$ cat config.mk
export PLATFORM = sky130hd
export DESIGN_NAME = pe_vec_mac
export DESIGN_NICKNAME = d
export VERILOG_FILES = /design/src/rtl/pe_vec_mac.sv
export SDC_FILE = /design/constraint.sdc
export NUM_CORES = 1
export LEC_CHECK = 0
export ABC_CLOCK_PERIOD_IN_PS = 6600
export BUFFER_PORTS_ARGS = -buffer_cell sky130_fd_sc_hd__buf_2
export CAP_MARGIN = 0
export CORE_ASPECT_RATIO = 0.7
export CORE_UTILIZATION = 41
export CTS_BUF_LIST = sky130_fd_sc_hd__clkbuf_4
export CTS_CLUSTER_SIZE = 28
export DETAILED_ROUTE_END_ITERATION = 6
export GPL_TIMING_DRIVEN = 1
export PLACE_DENSITY_LB_ADDON = 0.12
export SLEW_MARGIN = 25
export SYNTH_ARGS = -nofsm -noshare
export SYNTH_HDL_FRONTEND = slang
export SYNTH_SLANG_ARGS = --single-unit
$ cat constraint.sdc
create_clock -name clk -period 6.6 [get_ports clk]
set_clock_uncertainty 0.15 [all_clocks]
set_input_delay 0.33 -clock clk [delete_from_list [all_inputs] [get_ports clk]]
set_output_delay 0.33 -clock clk [all_outputs]
set_load 0.005 [all_outputs]
$ cat src/rtl/pe_vec_mac.sv
// Weight-stationary vector MAC processing element: LANES signed multipliers, adder tree, incoming psum.
// Optional clamping of the result to the PSUM_W range is enabled by defining PE_VEC_SAT_EN.
`default_nettype none

module pe_vec_mac #(
  parameter int WIDTH          = 8,
  parameter int LANES          = 4,
  parameter int PSUM_W         = 20,
  parameter int PIPELINE_STAGE = 3
) (
  input  logic                   clk,
  input  logic                   rst,
  input  logic [LANES*WIDTH-1:0] in_data,
  input  logic [LANES*WIDTH-1:0] in_weight,
  input  logic [PSUM_W-1:0]      in_psum,
  input  logic                   in_data_update,
  input  logic                   in_weight_update,
  input  logic                   in_psum_update,
  output logic [PSUM_W-1:0]      out_psum,
  output logic                   out_psum_vld,
  output logic                   out_drop,
  output logic                   out_sat
);

  localparam int PROD_W = 2 * WIDTH;
  localparam int SUM_W  = PSUM_W + 1;
  localparam int DLY    = PIPELINE_STAGE - 2;

  logic [LANES*WIDTH-1:0] weight_reg;
  logic                   weight_ok;
  logic [PSUM_W-1:0]      psum_reg;
  logic                   psum_ok;

  logic [LANES*WIDTH-1:0] weight_eff;
  logic [PSUM_W-1:0]      psum_eff;
  logic                   fire;

  assign weight_eff = in_weight_update ? in_weight : weight_reg;
  assign psum_eff   = in_psum_update ? in_psum : psum_reg;
  assign fire       = in_data_update & (weight_ok | in_weight_update) & (psum_ok | in_psum_update);

  always_ff @(posedge clk) begin
    if (!rst) begin
      weight_reg <= '0;
      weight_ok  <= 1'b0;
      psum_reg   <= '0;
      psum_ok    <= 1'b0;
      out_drop   <= 1'b0;
    end else begin
      if (in_weight_update) begin
        weight_reg <= in_weight;
        weight_ok  <= 1'b1;
      end
      if (in_psum_update)
        psum_reg <= in_psum;
      // A compute consumes the psum, including one loaded in the same cycle.
      if (fire)
        psum_ok <= 1'b0;
      else if (in_psum_update)
        psum_ok <= 1'b1;
      out_drop <= in_data_update & ~fire;
    end
  end

  // Operands are sign-extended to the product width so the low bits of the product are the signed result.
  logic [PROD_W-1:0] prod [LANES];

  for (genvar i = 0; i < LANES; i++) begin : g_lane
    logic [PROD_W-1:0] d_ext;
    logic [PROD_W-1:0] w_ext;
    assign d_ext   = {{WIDTH{in_data[i*WIDTH+WIDTH-1]}}, in_data[i*WIDTH +: WIDTH]};
    assign w_ext   = {{WIDTH{weight_eff[i*WIDTH+WIDTH-1]}}, weight_eff[i*WIDTH +: WIDTH]};
    assign prod[i] = d_ext * w_ext;
  end

  logic [PROD_W-1:0] s1_prod [LANES];
  logic [PSUM_W-1:0] s1_psum;
  logic              s1_vld;

  always_ff @(posedge clk) begin
    if (!rst) begin
      s1_vld  <= 1'b0;
      s1_psum <= '0;
      for (int i = 0; i < LANES; i++) s1_prod[i] <= '0;
    end else begin
      s1_vld <= fire;
      if (fire) begin
        s1_psum <= psum_eff;
        for (int i = 0; i < LANES; i++) s1_prod[i] <= prod[i];
      end
    end
  end

  logic [SUM_W-1:0]  sum_full;
  logic [PSUM_W-1:0] sum_red;
  logic              sum_ovf;

  always_comb begin
    sum_full = {s1_psum[PSUM_W-1], s1_psum};
    for (int i = 0; i < LANES; i++)
      sum_full = sum_full + {{(SUM_W-PROD_W){s1_prod[i][PROD_W-1]}}, s1_prod[i]};
  end

`ifdef PE_VEC_SAT_EN
  always_comb begin
    sum_ovf = sum_full[SUM_W-1] ^ sum_full[PSUM_W-1];
    if (sum_ovf)
      sum_red = sum_full[SUM_W-1] ? {1'b1, {(PSUM_W-1){1'b0}}} : {1'b0, {(PSUM_W-1){1'b1}}};
    else
      sum_red = sum_full[PSUM_W-1:0];
  end
`else
  logic unused_sum_msb;
  assign unused_sum_msb = sum_full[SUM_W-1];
  assign sum_ovf        = 1'b0;
  assign sum_red        = sum_full[PSUM_W-1:0];
`endif

  logic [PSUM_W-1:0] s2_sum;
  logic              s2_vld;
  logic              s2_sat;

  always_ff @(posedge clk) begin
    if (!rst) begin
      s2_sum <= '0;
      s2_vld <= 1'b0;
      s2_sat <= 1'b0;
    end else begin
      s2_vld <= s1_vld;
      s2_sat <= s1_vld & sum_ovf;
      if (s1_vld)
        s2_sum <= sum_red;
    end
  end

  // Data only advances with a valid so the output register holds its last result.
  if (DLY == 0) begin : g_no_delay
    assign out_psum     = s2_sum;
    assign out_psum_vld = s2_vld;
    assign out_sat      = s2_sat;
  end else begin : g_delay
    logic [PSUM_W-1:0] dly_sum [DLY];
    logic [DLY-1:0]    dly_vld;
    logic [DLY-1:0]    dly_sat;

    always_ff @(posedge clk) begin
      if (!rst) begin
        dly_vld <= '0;
        dly_sat <= '0;
        for (int i = 0; i < DLY; i++) dly_sum[i] <= '0;
      end else begin
        dly_vld[0] <= s2_vld;
        dly_sat[0] <= s2_sat;
        if (s2_vld) dly_sum[0] <= s2_sum;
        for (int i = 1; i < DLY; i++) begin
          dly_vld[i] <= dly_vld[i-1];
          dly_sat[i] <= dly_sat[i-1];
          if (dly_vld[i-1]) dly_sum[i] <= dly_sum[i-1];
        end
      end
    end

    assign out_psum     = dly_sum[DLY-1];
    assign out_psum_vld = dly_vld[DLY-1];
    assign out_sat      = dly_sat[DLY-1];
  end

endmodule

`default_nettype wire

# Word-level counts from Yosys, hierarchy flattened

Memory sizes are Yosys's and may differ from the RTL's.
Cells that the tools add are included.

Bits in registers: 98
RAM bits: 84
Input bits: 89
Memories: 2

$add $sub $neg: 4
Multiply operators: 4
Multiplexer cells: 15
Bitwise gates (word level): 11
Reductions and logical operators: 2

Memories:

| memory          | depth | bits a word | rd ports | clocked after Yosys merged registers in | write ports | RTL line | text |
|---|---|---|---|---|---|---|---|
| s1_prod         | 4     | 16          | 4        | 0                                       | 4           | 76       | `logic [PROD_W-1:0] s1_prod [LANES];` |
| g_delay.dly_sum | 1     | 20          | 1        | 0                                       | 1           | 142      | `logic [PSUM_W-1:0] dly_sum [DLY];` |

Operator list:

| cell              | number |
|---|---|
| $mul A8 B8 Y16    | 4 |
| $mux W16          | 4 |
| $add A20 B20 Y20  | 3 |
| $mux W20          | 2 |
| $mux W32          | 1 |
| $add A20 B16 Y20  | 1 |
| $reduce_or A20 Y1 | 1 |
| $mux W1           | 8 |
| $or A1 B1 Y1      | 6 |
| $and A1 B1 Y1     | 3 |
| $not A1 Y1        | 2 |
| $reduce_or A2 Y1  | 1 |

# Longest topological paths before layout

Depth in word-level cells: 7
Depth in mapped cells: 20

# Worst setup path before layout

Ideal clock, no wire load.

Path type: input to register
Start: input in_weight_update
End: memory s1_prod[0][13] (netlist bit), data pin
Library setup time: 266 ps
Arrival: 4738 ps
Data required time: 6184 ps
Setup slack: 1446 ps
Stages: 18
Path buffers: 2
Cells stage by stage: buf_2 > buf_2 > mux2i_1 > nor2b_1 > ha_1 > inv_1 > fa_1 > inv_1 > fa_1 > inv_1 > fa_1 > inv_1 > ha_1 > or4_1 > o221ai_1 > o21ai_1 > xnor2_1 > nor2_1

RTL lines:

| item        | RTL line | text |
|---|---|---|
| from (decl) | 17       | `input logic in_weight_update,` |
| to (decl)   | 76       |  |

==> run metrics <==
DR DRC count=0; Comb power frac=roughly 67%; XOR/XNOR Fraction of Synth Area=2.66%; fin crit share=77.7%; Gate Count Post-Synth=1901; worst slew pin tran=roughly 0.94 ns; worst path required time=about 7 ns; post-synthesis adder-cell area fraction=38.5%; top-area cell type share of the netlist area=29.4%; Slew headroom=37.2%; clock buffer depth=2; all-layer global routing usage=19.6%; Synth Area in Compound Gates=~6.3%; Area growth syn-to-layout=11.2%; Pwr Density=between 200 and 300 mW/mm2; CP arrival=around 5.4 ns; Hold Path Class=in2reg; top cells by instance count after synthesis=406 x inv_1, 276 x fa_1, 136 x ha_1; antenna-violating nets left=0; DR iter-0 viols=675; Final Hold Viols=0; # nets final=2557; number of enable flip-flop cells after synthesis=84; Fmax=a little under 200 MHz; Seq/Total Area, Yosys=23.9%; Syn Nets=2402; final setup violation count=0; CTS Buf Count=17; total setup buffers inserted after CTS=0; sum of negative setup slack=0 ns; Async SR Flop Fraction=0%; final hold slack=0.0787 ns; Core Rows=65; met1 global-route usage=31.8%; hold depth=3; Int Power=roughly 3.3 mW; multiplexer area fraction after synthesis=3.87%; status=complete, no violations; Leak=9.90 nW; DP Wirelength=34700 um; DR pass1 iterations=5; worst reg2reg startpoint=weight_reg[15]; chip height=181 um; clock slew at reported path FFs=around 0.18 ns; R2R Setup Slk=1.54 ns; hold path endpoint=weight_reg[6]; register area=0.00448 mm2; first-pass GRT wire length=71600 um; reg2reg path depth=16; IO Port Bufs=110; RR Endpoint=s1_prod[1][15]; clock group share of total power=10.9%; average cell area after synthesis=9.87 um2; hold_sp=in_weight[6]; Syn. warnings=0; launching element type of the critical path=primary input; minimum clock period=around 5.1 ns; max reg flops=64; fin cells=2672; max-cap check violation count=0; GPL Wtd Cong=0.858; share of cells above drive strength 1=under 10%; crit path max fanout=19; Area contributors post-synth=fa_1 29%, edfxtp_1 13%, dfxtp_1 10%; Core Util, Final=approximately 46%; initial antenna violation count=0; die area=0.0466 mm2; RSZ-0062 raised after global routing=no; gr ovfl total=0; total wire length=43600 um; FILL cells=roughly 4400; global routing usage on met2=27.3%; largest net degree at the start of global routing=83; WL/cell=approximately 16 um; Max IR drop VDD=0.000138 V; switching fraction of total power=about 47%; NetSw=2.95 mW; flops & latches, synth=182; Initial Util=just over 40%; most frequent cell after synthesis=inv_1; post-synthesis cell type with the largest combined area=fa_1; dpl cells=2589; Unique masters post-synth=61; TritonCTS clock tree=done; num ports=112; largest family of logic cells by synthesized area=adder cells; vias per cell=roughly 4.8; GRT met3 Usage=3.23%; htree depth=4; Pins Over Slew Limit=0; Most used DFF post-synth=dfxtp_1; Flop pwr share=22.3%; critical path class=in2reg; via count=approximately 13000; Worst setup EP type=register; Die X=roughly 260 um; Most Used Layer, Global Route=met1; clock sinks=182; Total Power=slightly above 6 mW; simple-gate share of the synthesized area=15.6%; Mapped Area=0.0188 mm2; CTS root buf=clkbuf_4; Core ar.=0.0451 mm2; ant diodes=0; Multi-input gate area=0.0126 mm2; CP startpoint=in_weight_update; vias in the first global route=13100; clk_lat worst skew=0.65 ns
## per-layer routing
layer / part of all wire (%) / wire length (um) / up-vias
met5: 0 / 0 / -
met4: 0.87 / 381 / 0
met3: 4.2 / 1850 / 20
met2: 40 / 17500 / 236
met1: 55 / 23800 / 6371
li1: - / - / 6291
## cell usage in the layout, fill, tap and decap left out, drive strengths merged, types with 22 or more instances in the layout
cell / n
ha: 136
nand3: 26
edfxtp: 84
o21ai: 37
dfxtp: 98
and2: 84
mux2i: 59
dlygate4sd3: 51
a21oi: 31
xnor2: 46
buf: 129
nor2b: 120
fa: 276
nand2: 75
inv: 417
nand2b: 28
nor2: 129
and3: 22
## power groups by stage
stage	combinational, mW	sequential [mW]	clock, mW
5_1_grt	4.74	1.40	0.751
3_5_place_dp	4.10	1.41	0
2_1_floorplan	3.14	1.38	0
6_report	4.15	1.39	0.677
3_3_place_gp	4.07	1.41	0
4_1_cts	4.16	1.39	0.710
## worst max path at each step
stage,to,slack (ns),depth (start not counted)
final,s1_prod[3][15],1.47,19
after global routing,s1_prod[3][13],1.17,19
after CTS,s1_prod[1][15],1.51,16
after detailed placement,s1_prod[3][15],0.79,19
after global placement,s1_prod[3][15],0.85,19
after floorplan,s1_prod[0][13],1.45,18
## cell type report
cell class                 count  area share [%]
clock buffer                  18           0.647
inverter                     408            7.34
tap                          603            3.61
sequential                   182            21.5
multi-input combinational   1267            60.3
clock inverter                14           0.755
timing repair buffer         180            5.84
## worst max-delay path, cell delays in order
cell	delay (ns)
buf_2	0.43
buf_12	0.27
mux2i_1	0.75
nor2b_1	0.15
fa_1	0.53
inv_1	0.05
fa_1	0.49
inv_1	0.05
fa_1	0.52
inv_1	0.05
fa_1	0.47
inv_1	0.04
ha_1	0.21
nor4_1	0.28
o21ai_1	0.11
o211ai_1	0.22
a31oi_1	0.17
xnor2_1	0.16
nor2_1	0.05
## cells by family after synthesis
group | Yosys count
compound gates | 170
xor+xnor | 57
fa+ha+maj | 412
buf+inv | 452
flops | 182
mux | 71
other cells | 1
simple gates | 556
## repair_timing
action	CTS	global route
hold buffers	51	0
resized for setup	0	0
endpoints found under the hold margin	71	0
## metrics by stage
step	setup slack (ns)	cell area, um2
2_1_floorplan	1.45	18800
3_3_place_gp	0.851	20100
3_5_place_dp	0.786	20100
4_1_cts	1.51	20900
5_1_grt	1.17	20900
6_report	1.47	20900
Note: power is estimated with default switching activity, not from simulation.
